`config.mk`:
```
export PLATFORM = sky130hd
export DESIGN_NAME = tx_frame_ctrl_flat
export DESIGN_NICKNAME = d
export VERILOG_FILES = /design/src/rtl/eth_bridge_pkg.sv /design/src/rtl/tx_frame_ctrl_if.sv /design/src/rtl/tx_skid_buf.sv /design/src/rtl/tx_frame_ctrl.sv /design/src/flat_wrapper.sv
export SDC_FILE = /design/constraint.sdc
export NUM_CORES = 1
export LEC_CHECK = 0
export CAP_MARGIN = 0
export CORE_ASPECT_RATIO = 0.5
export CORE_MARGIN = 8
export CORE_UTILIZATION = 25
export DETAILED_ROUTE_END_ITERATION = 10
export HOLD_SLACK_MARGIN = 0.1
export SLEW_MARGIN = 20
export SYNTH_ARGS = -nofsm -noshare
export SYNTH_HDL_FRONTEND = slang
export SYNTH_SLANG_ARGS = --single-unit
```
`constraint.sdc`:
```
create_clock -name clk -period 3.75 [get_ports clk]
set_input_delay 0.75 -clock clk [delete_from_list [all_inputs] [get_ports clk]]
set_output_delay 0.75 -clock clk [all_outputs]
set_load 0.02 [all_outputs]
```
`src/rtl/eth_bridge_pkg.sv`:
```
// Shared types and defaults for the Ethernet TX bridge.
// FSM state encoding, frame-length type and default sizing parameters.
package eth_bridge_pkg;

    // Default minimum frame length in bytes and inter-frame gap in cycles
    localparam int unsigned MinLenDefault    = 60;
    localparam int unsigned IfgCyclesDefault = 12;

    // Byte counters and length descriptors are 11 bits (1..2047 bytes)
    typedef logic [10:0] len_t;

    // Frame controller state encoding
    typedef logic [1:0] tx_state_t;
    localparam tx_state_t StIdle = 2'd0;
    localparam tx_state_t StSend = 2'd1;
    localparam tx_state_t StPad  = 2'd2;
    localparam tx_state_t StIfg  = 2'd3;

endpackage

```
`src/rtl/tx_frame_ctrl_if.sv`:
```
// Handshake bundle between the frame controller and its environment:
// length descriptor, byte FIFO, MAC byte stream and status.
// master = environment side, slave = frame controller side.
interface tx_frame_ctrl_if;
    import eth_bridge_pkg::*;

    logic        len_valid;
    len_t        len_data;
    logic        len_ready;
    logic        fifo_empty;
    logic        fifo_rd;
    logic [7:0]  fifo_data;
    logic [7:0]  tx_data;
    logic        tx_valid;
    logic        tx_last;
    logic        tx_ready;
    logic        busy;
    logic [15:0] frame_cnt;

    modport master (
        output len_valid, len_data, fifo_empty, fifo_data, tx_ready,
        input  len_ready, fifo_rd, tx_data, tx_valid, tx_last, busy, frame_cnt
    );

    modport slave (
        input  len_valid, len_data, fifo_empty, fifo_data, tx_ready,
        output len_ready, fifo_rd, tx_data, tx_valid, tx_last, busy, frame_cnt
    );

endinterface

```
`src/rtl/tx_skid_buf.sv`:
```
// Two-entry byte buffer between the FIFO read pipeline and the MAC output.
// Head byte reads as 0x00 while empty so the output bus idles at zero.
module tx_skid_buf (
    input  logic       clk,
    input  logic       rst_n,
    input  logic       push,
    input  logic [7:0] push_data,
    input  logic       pop,
    output logic [7:0] head_data,
    output logic [1:0] occ
);

    logic [7:0] mem_q [2];
    logic       wr_ptr_q;
    logic       rd_ptr_q;
    logic [1:0] cnt_q;

    // Storage, pointers and occupancy; caller never pushes when full or pops when empty
    always_ff @(posedge clk or negedge rst_n) begin
        if (!rst_n) begin
            mem_q[0] <= 8'h00;
            mem_q[1] <= 8'h00;
            wr_ptr_q <= 1'b0;
            rd_ptr_q <= 1'b0;
            cnt_q    <= 2'd0;
        end else begin
            if (push) begin
                mem_q[wr_ptr_q] <= push_data;
                wr_ptr_q        <= ~wr_ptr_q;
            end
            if (pop) begin
                rd_ptr_q <= ~rd_ptr_q;
            end
            cnt_q <= cnt_q + {1'b0, push} - {1'b0, pop};
        end
    end

    assign head_data = (cnt_q != 2'd0) ? mem_q[rd_ptr_q] : 8'h00;
    assign occ       = cnt_q;

endmodule

```
`src/rtl/tx_frame_ctrl.sv`:
```
// Frame transmit controller: takes a length descriptor, streams that many
// bytes from a byte FIFO to the MAC through a 2-entry skid buffer, appends
// tx_last, then waits IFG_CYCLES idle cycles before the next descriptor.
// Build option: define TX_PAD_EN to zero-pad frames shorter than MIN_LEN.
module tx_frame_ctrl
    import eth_bridge_pkg::*;
#(
    parameter int unsigned MIN_LEN    = MinLenDefault,
    parameter int unsigned IFG_CYCLES = IfgCyclesDefault
) (
    input logic           clk,
    input logic           rst_n,
    tx_frame_ctrl_if.slave bus
);

`ifdef TX_PAD_EN
    localparam bit PadEn = 1'b1;
`else
    localparam bit PadEn = 1'b0;
`endif

    localparam len_t        MinLen  = len_t'(MIN_LEN);
    localparam logic [15:0] IfgLast = 16'(IFG_CYCLES - 1);
    // With no gap configured a finished frame returns straight to idle
    localparam tx_state_t   StAfter = (IFG_CYCLES == 0) ? StIdle : StIfg;

    tx_state_t   state_q, state_d;
    len_t        rem_q, rem_d;
    len_t        len_q, len_d;
    logic [15:0] ifg_q, ifg_d;
    logic [15:0] frame_cnt_q, frame_cnt_d;
    logic        inflight_q;
    logic        len_ready_q;
`ifdef TX_PAD_EN
    len_t        pad_q, pad_d;
`endif

    logic [7:0] head_data;
    logic [1:0] occ;
    logic       pop;
    logic       in_send;
    logic       last_payload;
    logic       short_frame;
    logic       tx_hs;

    tx_skid_buf u_skid (
        .clk       (clk),
        .rst_n     (rst_n),
        .push      (inflight_q),
        .push_data (bus.fifo_data),
        .pop       (pop),
        .head_data (head_data),
        .occ       (occ)
    );

    assign in_send      = (state_q == StSend);
    // Head byte is the final payload byte once nothing else is buffered or pending
    assign last_payload = (occ == 2'd1) && !inflight_q && (rem_q == '0);
    assign short_frame  = PadEn && (len_q < MinLen);
    assign pop          = in_send && (occ != 2'd0) && bus.tx_ready;

    // Read only while the skid buffer can absorb everything already requested
    assign bus.fifo_rd = in_send && (rem_q != '0) && !bus.fifo_empty &&
                         (({1'b0, occ} + {2'b0, inflight_q} - {2'b0, pop}) < 3'd2);

    // Output byte stream: skid head while sending, zero bytes while padding
    always_comb begin
        bus.tx_valid = 1'b0;
        bus.tx_data  = 8'h00;
        bus.tx_last  = 1'b0;
        case (state_q)
            StSend: begin
                bus.tx_valid = (occ != 2'd0);
                bus.tx_data  = head_data;
                bus.tx_last  = (occ != 2'd0) && last_payload && !short_frame;
            end
`ifdef TX_PAD_EN
            StPad: begin
                bus.tx_valid = 1'b1;
                bus.tx_last  = (pad_q == len_t'(1));
            end
`endif
            default: ;
        endcase
    end

    assign tx_hs = bus.tx_valid && bus.tx_ready;

    // Next-state, byte counters, gap timer and frame counter
    always_comb begin
        state_d     = state_q;
        rem_d       = rem_q;
        len_d       = len_q;
        ifg_d       = ifg_q;
        frame_cnt_d = frame_cnt_q;
`ifdef TX_PAD_EN
        pad_d       = pad_q;
`endif
        if (bus.fifo_rd) begin
            rem_d = rem_q - len_t'(1);
        end
        case (state_q)
            StIdle: begin
                // Zero-length descriptors are accepted and dropped
                if (len_ready_q && bus.len_valid && (bus.len_data != '0)) begin
                    state_d = StSend;
                    rem_d   = bus.len_data;
                    len_d   = bus.len_data;
                end
            end
            StSend: begin
                if (pop && last_payload) begin
`ifdef TX_PAD_EN
                    if (short_frame) begin
                        state_d = StPad;
                        pad_d   = MinLen - len_q;
                    end else
`endif
                    begin
                        state_d = StAfter;
                        ifg_d   = '0;
                    end
                end
            end
`ifdef TX_PAD_EN
            StPad: begin
                if (bus.tx_ready) begin
                    if (pad_q == len_t'(1)) begin
                        state_d = StAfter;
                        ifg_d   = '0;
                    end else begin
                        pad_d = pad_q - len_t'(1);
                    end
                end
            end
`endif
            StIfg: begin
                if (ifg_q == IfgLast) begin
                    state_d = StIdle;
                end else begin
                    ifg_d = ifg_q + 16'd1;
                end
            end
            default: state_d = StIdle;
        endcase
        if (tx_hs && bus.tx_last) begin
            frame_cnt_d = frame_cnt_q + 16'd1;
        end
    end

    // State registers; reset abandons any frame and drops in-flight reads
    always_ff @(posedge clk or negedge rst_n) begin
        if (!rst_n) begin
            state_q     <= StIdle;
            rem_q       <= '0;
            len_q       <= '0;
            ifg_q       <= '0;
            frame_cnt_q <= '0;
            inflight_q  <= 1'b0;
            len_ready_q <= 1'b0;
`ifdef TX_PAD_EN
            pad_q       <= '0;
`endif
        end else begin
            state_q     <= state_d;
            rem_q       <= rem_d;
            len_q       <= len_d;
            ifg_q       <= ifg_d;
            frame_cnt_q <= frame_cnt_d;
            inflight_q  <= bus.fifo_rd;
            len_ready_q <= (state_d == StIdle);
`ifdef TX_PAD_EN
            pad_q       <= pad_d;
`endif
        end
    end

    assign bus.len_ready = len_ready_q;
    assign bus.busy      = (state_q != StIdle);
    assign bus.frame_cnt = frame_cnt_q;

endmodule

```
`src/flat_wrapper.sv`:
```
// flat-port wrapper written by rule: the top's interface ports become plain ports
module tx_frame_ctrl_flat import eth_bridge_pkg::*;
#(
    parameter int unsigned MIN_LEN    = MinLenDefault,
    parameter int unsigned IFG_CYCLES = IfgCyclesDefault
)
  (clk, rst_n, bus_len_valid, bus_len_data, bus_fifo_empty, bus_fifo_data, bus_tx_ready, bus_len_ready, bus_fifo_rd, bus_tx_data, bus_tx_valid, bus_tx_last, bus_busy, bus_frame_cnt);
  tx_frame_ctrl_if bus_i ();
  input logic clk;
  input logic rst_n;
  input wire logic [$bits(bus_i.len_valid)-1:0] bus_len_valid;
  input wire logic [$bits(bus_i.len_data)-1:0] bus_len_data;
  input wire logic [$bits(bus_i.fifo_empty)-1:0] bus_fifo_empty;
  input wire logic [$bits(bus_i.fifo_data)-1:0] bus_fifo_data;
  input wire logic [$bits(bus_i.tx_ready)-1:0] bus_tx_ready;
  output wire logic [$bits(bus_i.len_ready)-1:0] bus_len_ready;
  output wire logic [$bits(bus_i.fifo_rd)-1:0] bus_fifo_rd;
  output wire logic [$bits(bus_i.tx_data)-1:0] bus_tx_data;
  output wire logic [$bits(bus_i.tx_valid)-1:0] bus_tx_valid;
  output wire logic [$bits(bus_i.tx_last)-1:0] bus_tx_last;
  output wire logic [$bits(bus_i.busy)-1:0] bus_busy;
  output wire logic [$bits(bus_i.frame_cnt)-1:0] bus_frame_cnt;
  assign bus_i.len_valid = bus_len_valid;
  assign bus_i.len_data = bus_len_data;
  assign bus_i.fifo_empty = bus_fifo_empty;
  assign bus_i.fifo_data = bus_fifo_data;
  assign bus_i.tx_ready = bus_tx_ready;
  assign bus_len_ready = bus_i.len_ready;
  assign bus_fifo_rd = bus_i.fifo_rd;
  assign bus_tx_data = bus_i.tx_data;
  assign bus_tx_valid = bus_i.tx_valid;
  assign bus_tx_last = bus_i.tx_last;
  assign bus_busy = bus_i.busy;
  assign bus_frame_cnt = bus_i.frame_cnt;
  tx_frame_ctrl #(.MIN_LEN(MIN_LEN), .IFG_CYCLES(IFG_CYCLES)) u_core (.clk(clk), .rst_n(rst_n), .bus(bus_i));
endmodule
```
==> results_dict.tcl <==
set metrics [dict create \
    violations "negative setup slack" \
    place_area_mm2 0.00429 \
    grt-ovfl-total 0 \
    cts_tree "done" \
    clkPwrFrac_pct 28.7 \
    synth_area_mm2 0.00341 \
    drv_cap 0 \
    finalCriticalPeriod_ns 3.79 \
    worstHoldPathType "in -> async" \
    vias 2714 \
    ys.flop_type "dfrtp_1" \
    yosysWarnings 0 \
    drive_gt1_share_pct 19.3 \
    r2r-start "u_core.state_q[0]" \
    yosys.area_share.xor_xnor_pct 6.43 \
    arrival_ns 3.04 \
    status "complete, but fails checks" \
    dp_slack_ns -0.799 \
    cts-root-buf "clkbuf_16" \
    seqPwrFrac_pct 35.8 \
    die_x_um 181 \
    post-synth-top-count-cell "dfrtp_1" \
    rsz0062_at_grt "yes" \
    r2r-end "u_core.rem_q[7]" \
    p_sw_uw 955 \
    postSynthAreaPerCell_um2 10.4 \
    worst_slack_ns -0.0364 \
    netlist.area_leader.share_pct 49.2 \
    tightest_slew_ns 0.696 \
    holdBufCountCts 0 \
    ant_nets 0 \
    globalplace.congestion 0.751 \
    drv_slew 0 \
    drc 0 \
    hold_viol 0 \
    relSlewSlack_pct 53.4 \
    p_comb_share_pct 35.6 \
    drtIter0Drc 154 \
    cp-startpoint "u_core.state_q[0]" \
    wl_met1_um 3620 \
    pin_count 53 \
    synth_edf_count 0 \
    yosysSeqAreaShare_pct 49.2 \
    port_buffers 52 \
    grtUsageTotal_pct 9.00 \
    postSynthRegisterBits 67 \
    dr_wl_met3_um 162 \
    switching_share_pct 32.4 \
    syn_nets 357 \
    synthTopCellsByCount "dfrtp_1, nor2_1, nor3_1, xor2_1, mux2_2" \
    routed_wl_um 7890 \
    synthMuxAreaShare_pct 9.52 \
    core_area_mm2 0.0134 \
    fillers 1331 \
    synth_top_family_by_area "simple AND/OR/NAND/NOR gates" \
    cp-start-kind "register" \
    grt_pass1_vias 2717 \
    crit_fanout 2 \
    diodes 0 \
    clk_latency_ns 0.33 \
    path_clk_slew_ns 0.06 \
    hold_ws_ns 0.353 \
    cts_max_path_buffers 2 \
    p_int_uw 1990 \
    top_layer "met4" \
    cts_buffers 9 \
    rr_worst_depth 14 \
    die_area_mm2 0.0178 \
    synth_area_leaders "dfrtp_1, mux2_2, xor2_1" \
    row_count 30 \
    viasPerCell 4.64 \
    finClkSkew_ns 0.00557 \
    cp-endpoint "bus_fifo_rd" \
    fmaxAchievable_mhz 264 \
    yosys.area_share.simple_pct 20.4 \
    tns_ns -0.0364 \
    synth-compound-area-share_pct 8.67 \
    setup_violations 1 \
    syn2layout_area_growth_pct 36.4 \
    worst-r2r-setup-slack_ns 0.06 \
    htree_levels 3 \
    initial_core_util_pct 25.3 \
    final.period_utilization_pct 101 \
    yosysTopAreaCell "dfrtp_1" \
    final_area_mm2 0.00464 \
    dr.pass1.iters 4 \
    critical_path_class "reg -> out" \
    synth_cells 327 \
    grt_max_degree 32 \
    wl_met2_um 4030 \
    cts.sinks 67 \
    post_drt_wl_per_cell_um 13.5 \
    synthArstFlopShare_pct 100 \
    p_leak_uw 0.00197 \
    dp_hpwl_um 5950 \
    dieHeight_um 98.5 \
    grt_pass1_wl_um 13500 \
    synth_cell_types 51 \
    antenna_found_initial 0 \
    nets 434 \
    ir_worst_vdd_v 0.000240 \
    p_per_area_mw_per_mm2 635 \
    critPathRequiredTime_ns 3.00 \
    synth_adder_area_share_pct 2.42 \
    critPathCaptureType "output port" \
]
==> layer usage <==
layer,track usage [%],vias up
met5,0,-
met4,3.19,0
met3,1.87,6
met2,15.8,27
met1,10.9,1325
li1,-,1356
==> critical path, cell delays in order, from the launching register on <==
cell     delay, ns
dfrtp_1       0.37
and2b_2       0.21
o21ai_4       0.06
inv_2         0.05
and2_4        0.14
ha_4          0.25
inv_2         0.04
ha_4          0.14
fa_1          0.46
or4b_4        0.50
or2_4         0.25
nor2_4        0.12
buf_6         0.12
==> cells in the final DEF, fill, tap and decap left out, types with 12 or more instances in the layout <==
cell type         n
dfrtp_1          67
clkdlybuf4s50_1  49
buf_4            24
nor2_1           22
nor3_1           19
xor2_1           19
mux2_2           18
nand2_1          15
inv_1            14
o21ai_0          13
a21oi_1          13
nand3_1          12
==> power groups by stage <==
stage	logic [uW]	registers [uW]	clock network (uW)
finish	1050	1050	844
global route	1160	1080	893
CTS	1050	1050	858
detailed placement	1000	1060	0
global placement	992	1060	0
floorplan	656	1010	0
==> worst min-delay path by stage <==
stage	end	slack [ns]	cells after the start
after global routing	u_core.bus.frame_cnt[15]	0.38	1
final	u_core.bus.frame_cnt[15]	0.35	1
after detailed placement	u_core.bus.frame_cnt[15]	0.46	1
after floorplan	u_core.bus.frame_cnt[0]	0.45	0
after CTS	u_core.bus.frame_cnt[15]	0.37	1
after global placement	u_core.bus.frame_cnt[15]	0.45	1
==> final cells by class <==
cell class / instances / area (um2) / share of cell area (%)
clock inverter: 6 / 65.1 / 1.40
tap: 176 / 220 / 4.74
timing repair buffer: 76 / 697 / 15.0
inverter: 17 / 63.8 / 1.37
sequential: 67 / 1680 / 36.1
multi-input combinational: 233 / 1680 / 36.2
clock buffer: 10 / 239 / 5.15
==> logic make-up (layout without fill, tap and decap cells) <==
family | Yosys count | in the layout
simple gates | 125 | 125
fa+ha+maj | 6 | 6
buf+inv | 27 | 109
mux | 30 | 30
xor+xnor | 25 | 25
flops | 67 | 67
compound gates | 47 | 47
==> registers in the layout, indices dropped and copies added (netlist names) <==
signal and flops:
u_core.bus.frame_cnt 16, u_core.bus.len_ready 1, u_core.ifg_q 16, u_core.inflight_q 1, u_core.rem_q 11, u_core.state_q 2, u_core.u_skid.mem_q 16, u_core.u_skid.occ 2
u_core.u_skid.rd_ptr_q 1, u_core.u_skid.wr_ptr_q 1
==> stage by stage <==
step	power (uW)	utilization (%)	std cells
2_1_floorplan	1670	-	327
3_3_place_gp	2050	31.9	565
3_5_place_dp	2070	31.9	565
4_1_cts	2960	34.4	585
5_1_grt	3130	34.6	585
6_report	2950	34.6	585
==> timing repair <==
| item | 4_1_cts | 5_1_grt |
|---|---|---|
| resized for setup | 8 | 3 |
| buffers inserted | 4 | 0 |
| endpoints found under the setup margin | 3 | 4 |
| pin swaps | 7 | 2 |
(Power assumes the default switching activity.)
==> patch 1: new RTL, config.mk and constraints unchanged <==
Add a define of `TX_PAD_EN`.
--- a/src/rtl/tx_frame_ctrl.sv
+++ b/src/rtl/tx_frame_ctrl.sv
@@ -3,4 +3,6 @@
 // tx_last, then waits IFG_CYCLES idle cycles before the next descriptor.
 // Build option: define TX_PAD_EN to zero-pad frames shorter than MIN_LEN.
+`define TX_PAD_EN
+
 module tx_frame_ctrl
     import eth_bridge_pkg::*;
Check against the original RTL: not equivalent (Yosys sat finds a counterexample within 10 cycles, from zero or initial values and one cycle with rst_n low).
==> patch 1 against the original RTL <==
Via count increased by 60%. Setup slack improved by 170 ps. Register-to-register slack improved by 550 ps. Utilization decreased by 2.7 points. Clock skew increased by 3.2 ps. Area after synthesis increased by 55%. Power increased by 66%. Sequential cell count increased by 22. Wire length increased by 72%. Hold slack improved by 120 ps. Largest cell class unchanged. Final area increased by 42%.
==> patch 1: results (changes against the original RTL) <==
Placement
  – Cell total after placement: 862 (+53%)
  – PortBufs: 52 (unchanged)
  – Final Wtd Congestion: 0.8218 (+9.4%)
  – Dpl ws: -786.6 ps (+12.78 ps)
  – Hpwl dp: 9769 microns (+64%)

Timing
  – WHS: 477.5 ps (+124.2 ps)
  – Clk_skew: 8.731 ps (+3.160 ps)
  – Final worst slack: 136.7 ps (+173.1 ps)
  – Headroom to the max-slew limit: 36.72% (-17 points)

Clock tree
  – CTS root buffer: clkbuf_16
  – Clk buf depth: 2 (unchanged)

Setup path
  – R2R Setup Slk: 610 ps (+550 ps)
  – Crit path arrival time: 2860 ps (-180 ps)

Global routing
  – First-pass GRT wire length: 22,860 microns (+69%)
  – Overall Global Routing Usage: 10.21% (+1.2 points)
  – Largest net degree at the start of global routing: 59 (+84%)
  – Initial antenna violation count: 0 (unchanged)
  – Vias in the first global route: 4,327 (+59%)

Synthesis
  – Mapped Nets: 582 (+63%)
  – Post-Syn Area per Cell: 9.713 sq um (-6.7%)
  – Count of cell types in the netlist: 74 (+45%)
  – Compound-gate portion of the synthesized area: 19.06% (+10 points)
  – Xor/xnor cell area share of the yosys netlist: 5.967% (-0.46 points)
  – Synth top cells by count: dfrtp_1 (89), nand2_1 (47), inv_1 (35), nor2_1 (31), xnor2_1 (30)
  – Mux share of post-synthesis cell area: 5.920% (-3.6 points)
  – Post-synthesis sequential area ratio: 42.15% (-7.1 points)
  – Leading post-synthesis cells by cell area: dfrtp_1 (42%), xnor2_1 (5.0%), mux2_2 (3.8%)
  – Adder-Cell Fraction of Synth Area: 3.457% (+1.0 points)

Run status
  – Outcome: complete, no violations

Layout
  – Post-Layout Cell Count: 878 (+50%)
  – Nets: 638 (+47%)
  – Layout cell share with drive strength beyond 1: 14.21% (-5.1 points)

Detailed routing
  – DR pass1 iterations: 6 (+2)
  – DRT iter0 DRCs: 320 (+110%)
  – DR WL/cell: 15.44 microns (+14%)
  – DR vias/cell: 4.954 (+6.8%)

Power
  – Leak pwr: 2.628 nW (+33%)
  – Peak supply drop: 0.3002 mV (+25%)
[patch 1: stage by stage]
stage / utilization, % / instance area [sq um] / total power (W)
after detailed placement: 29.89 / 6171 / 0.003701
after global placement: 29.88 / 6168 / 0.003644
after floorplan: - / 5293 / 0.003057
final: 31.90 / 6586 / 0.004894
after CTS: 31.83 / 6573 / 0.004909
after global routing: 31.90 / 6586 / 0.005225
[patch 1: layer usage]
| layer | up-vias | share of wire [%] | global-route usage, % |
|---|---|---|---|
| li1 | 2123 | - | - |
| met1 | 2140 | 50 | 14.06 |
| met2 | 75 | 46 | 16.65 |
| met3 | 12 | 2.9 | 1.678 |
| met4 | 0 | 1.2 | 2.266 |
| met5 | - | 0 | 0 |
[patch 1: layout make-up]
type | count | area [sq um]
tap | 273 | 341.6
multi-input combinational | 392 | 2814
timing repair buffer | 73 | 680.7
clock buffer | 9 | 225.2
fill | 2099 | 14060
clock inverter | 7 | 166.4
sequential | 89 | 2227
inverter | 35 | 131.4
[patch 1: repair_timing]
item / in CTS / in global routing
hold buffers: 0 / 0
gates resized for setup: 11 / 6
endpoints found under the setup margin: 2 / 2
buffers inserted: 0 / 0
[patch 1: cells by family after synthesis]
group           after synthesis
simple gates                178
buf+inv                      63
compound gates              135
xor+xnor                     36
mux                          29
fa+ha+maj                    14
flops                        89
[patch 1: where the power goes]
part | switching, W | leakage [nW] | internal [W] | total (W)
Combinational | 0.00119 | 1.31 | 0.000975 | 0.00216
Sequential | 0.000296 | 1.14 | 0.00127 | 0.00157
Clock | 0.000378 | 0.186 | 0.000787 | 0.00117
[patch 1: final timing paths]
check | from | endpoint | depth (start not counted)
max in group asynchronous | rst_n | u_core.u_skid.occ[0] | 2
setup / recovery | u_core.state_q[0] | bus_fifo_rd | 10
hold reg to reg | u_core.bus.frame_cnt[15] | u_core.bus.frame_cnt[15] | 1
setup reg to reg | u_core.state_q[0] | u_core.rem_q[3] | 12
hold / removal | rst_n | u_core.rem_q[9] | 1
min in group clk | u_core.bus.frame_cnt[15] | u_core.bus.frame_cnt[15] | 1
[patch 1: critical path, cell delays in order (launching register included)]
cell	delay [ps]
dfrtp_1	410
ha_4	180
o21ai_1	110
nor2_2	60
ha_1	280
inv_1	40
ha_1	190
fa_1	470
or4_4	520
nor2_4	120
buf_4	150
==> patch 2: new RTL, same settings <==
Without the edit above. Reset style: synchronous (`rst_n`), changed in 2 clocked blocks.
--- a/src/rtl/tx_skid_buf.sv
+++ b/src/rtl/tx_skid_buf.sv
@@ -17,5 +17,5 @@
 
     // Storage, pointers and occupancy; caller never pushes when full or pops when empty
-    always_ff @(posedge clk or negedge rst_n) begin
+    always_ff @(posedge clk) begin
         if (!rst_n) begin
             mem_q[0] <= 8'h00;
--- a/src/rtl/tx_frame_ctrl.sv
+++ b/src/rtl/tx_frame_ctrl.sv
@@ -150,5 +150,5 @@
 
     // State registers; reset abandons any frame and drops in-flight reads
-    always_ff @(posedge clk or negedge rst_n) begin
+    always_ff @(posedge clk) begin
         if (!rst_n) begin
             state_q     <= StIdle;
Behaviour: differs if rst_n is asserted again (counterexample within 4 cycles, from zero or initial values and one cycle with rst_n low); with rst_n held inactive, the same outputs for 10 cycles.
==> patch 2 against the original RTL <==
Final area is 7.1% lower. Register-to-register slack better by 670 ps. Setup slack better by 370 ps. Utilization is 0.78 points lower. Wire length is 1.5% higher. Area after synthesis is 3.2% lower. Sequential cell count is 1 higher. Critical path depth is 3 lower. First-iteration DRC count is 38% lower.
Power is not compared: it rests on default switching activity, and its combinational part moved more than twofold at a synthesized area within 25%.
==> patch 2: results (changes against the original RTL) <==
Layout
  – Layout cell share with drive strength beyond 1: 7.601% (-12 points)
  – FILL cells: 1,332 (+0.075%)
  – Nets: 446 (+2.8%)

Detailed routing
  – DR WL met2: 3794 microns (-5.8%)
  – DRT iter0 DRCs: 96 (-38%)
  – DR WL/cell: 13.56 microns (+0.49%)
  – Via count: 2,767 (+2.0%)
  – Met1 WL: 3871 microns (+7.1%)
  – Met3 WL post-DR: 202 microns (+25%)

Global routing
  – Largest net degree at the start of global routing: 24 (-25%)
  – Overall Global Routing Usage: 9.250% (+0.25 points)
  – Vias in the first global route: 2,613 (-3.8%)
  – First-pass GRT wire length: 13,250 microns (-1.8%)

Synthesis
  – Async set-reset flop share out of synthesis: 0% (-100 points)
  – Leading post-synthesis cells by cell area: dfxtp_1 (32%), edfxtp_1 (15%), nor2_1 (4.6%)
  – Post-synthesis sequential area ratio: 46.15% (-3.1 points)
  – Post-synth EDFFs: 16 (+16)
  – Mapped Nets: 390 (+9.2%)
  – Count of cell types in the netlist: 44 (-14%)
  – Synth top cells by count: dfxtp_1 (52), nor2_1 (40), a21oi_1 (23), and2_1 (22), o21ai_0 (21)

Worst hold path
  – Hold Crit Class: register to register

Setup path
  – CP peak stage delay: 460 ps (-40 ps)
  – Crit Path Max Fanout: 4 (+2)
  – Worst path slowest cell: fa_1
  – Crit path arrival time: 2670 ps (-370 ps)

Run status
  – Outcome: complete, no violations

Timing
  – Headroom to the max-slew limit: 43.60% (-9.8 points)
  – Clk_skew: 7.975 ps (+2.404 ps)

Placement
  – Final Wtd Congestion: 0.7860 (+4.6%)
  – Hpwl dp: 5667 microns (-4.7%)
==> patch 2: report_power, final <==
part	internal [W]	leakage (nW)	switching [W]
clock	0.000539	0.150	0.000304
sequential	0.000773	0.586	0.0000201
combinational	0.0000702	0.773	0.0000840
total	0.00138	1.51	0.000408
==> patch 2: area by class of cell <==
| type | count | area (sq um) | area share [%] |
|---|---|---|---|
| well taps | 170 | 212.7 | 4.929 |
| flip-flops and latches | 68 | 1521 | 35.26 |
| clock inverters | 4 | 48.80 | 1.131 |
| clock buffers | 12 | 250.2 | 5.799 |
| repair buffers | 58 | 569.3 | 13.19 |
| inverters | 16 | 60.06 | 1.392 |
| multi-input cells | 263 | 1653 | 38.30 |
==> patch 2: cells by family after synthesis <==
group	after synthesis	share of synthesized area [%]
XOR/XNOR	29	7.704
buffers and inverters	29	3.795
AO/OA/AOI/OAI	53	8.766
multiplexers	9	2.733
flip-flops	68	46.15
adder cells (fa/ha/maj)	6	2.505
AND/OR/NAND/NOR	166	28.35
==> patch 2: repair_timing <==
action / CTS / global route
cloned: 0 / 0
pin swaps: 0 / 3
endpoints found under the setup margin: 1 / 1
buffers inserted: 0 / 1
resized for setup: 4 / 4
hold buffers: 0 / 0
==> patch 2: per-layer routing <==
layer | up-vias | track usage [%]
met2 | 41 | 14.79
li1 | 1398 | -
met3 | 12 | 2.017
met5 | - | 0
met4 | 0 | 3.853
met1 | 1316 | 11.81
==> patch 2: stage by stage <==
| stage | instance area, sq um | cells | hold WS (ps) | setup slack, ps | power (W) |
|---|---|---|---|---|---|
| floorplan | 3297 | 360 | 480.4 | 197.7 | 0.0008974 |
| global placement | 4003 | 574 | 462.8 | -352.3 | 0.0009598 |
| detailed placement | 4003 | 574 | 472.3 | -393.0 | 0.0009606 |
| CTS | 4297 | 590 | 479.6 | 45.63 | 0.001804 |
| global route | 4315 | 591 | 505.4 | 141.6 | 0.001864 |
| finish | 4315 | 591 | 474.1 | 330.8 | 0.001790 |
==> patch 2: path summary, 6_finish.rpt <==
path,start,endpoint,slack [ps],cells past startpoint
setup / recovery,u_core.state_q[0],bus_fifo_rd,330,9
hold / removal,u_core.bus.frame_cnt[15],u_core.bus.frame_cnt[15],470,2
setup reg to reg,u_core.state_q[0],u_core.rem_q[8],730,10
hold reg to reg,u_core.bus.frame_cnt[15],u_core.bus.frame_cnt[15],470,2
==> patch 2: critical path: cells and delay by family (launching register included) <==
family	cells	cell delay, ps
DFF	1	370
buffers and inverters	2	190
and+or+nand+nor	3	730
AOI/OAI and AO/OA	1	200
adders and majority gates	3	860
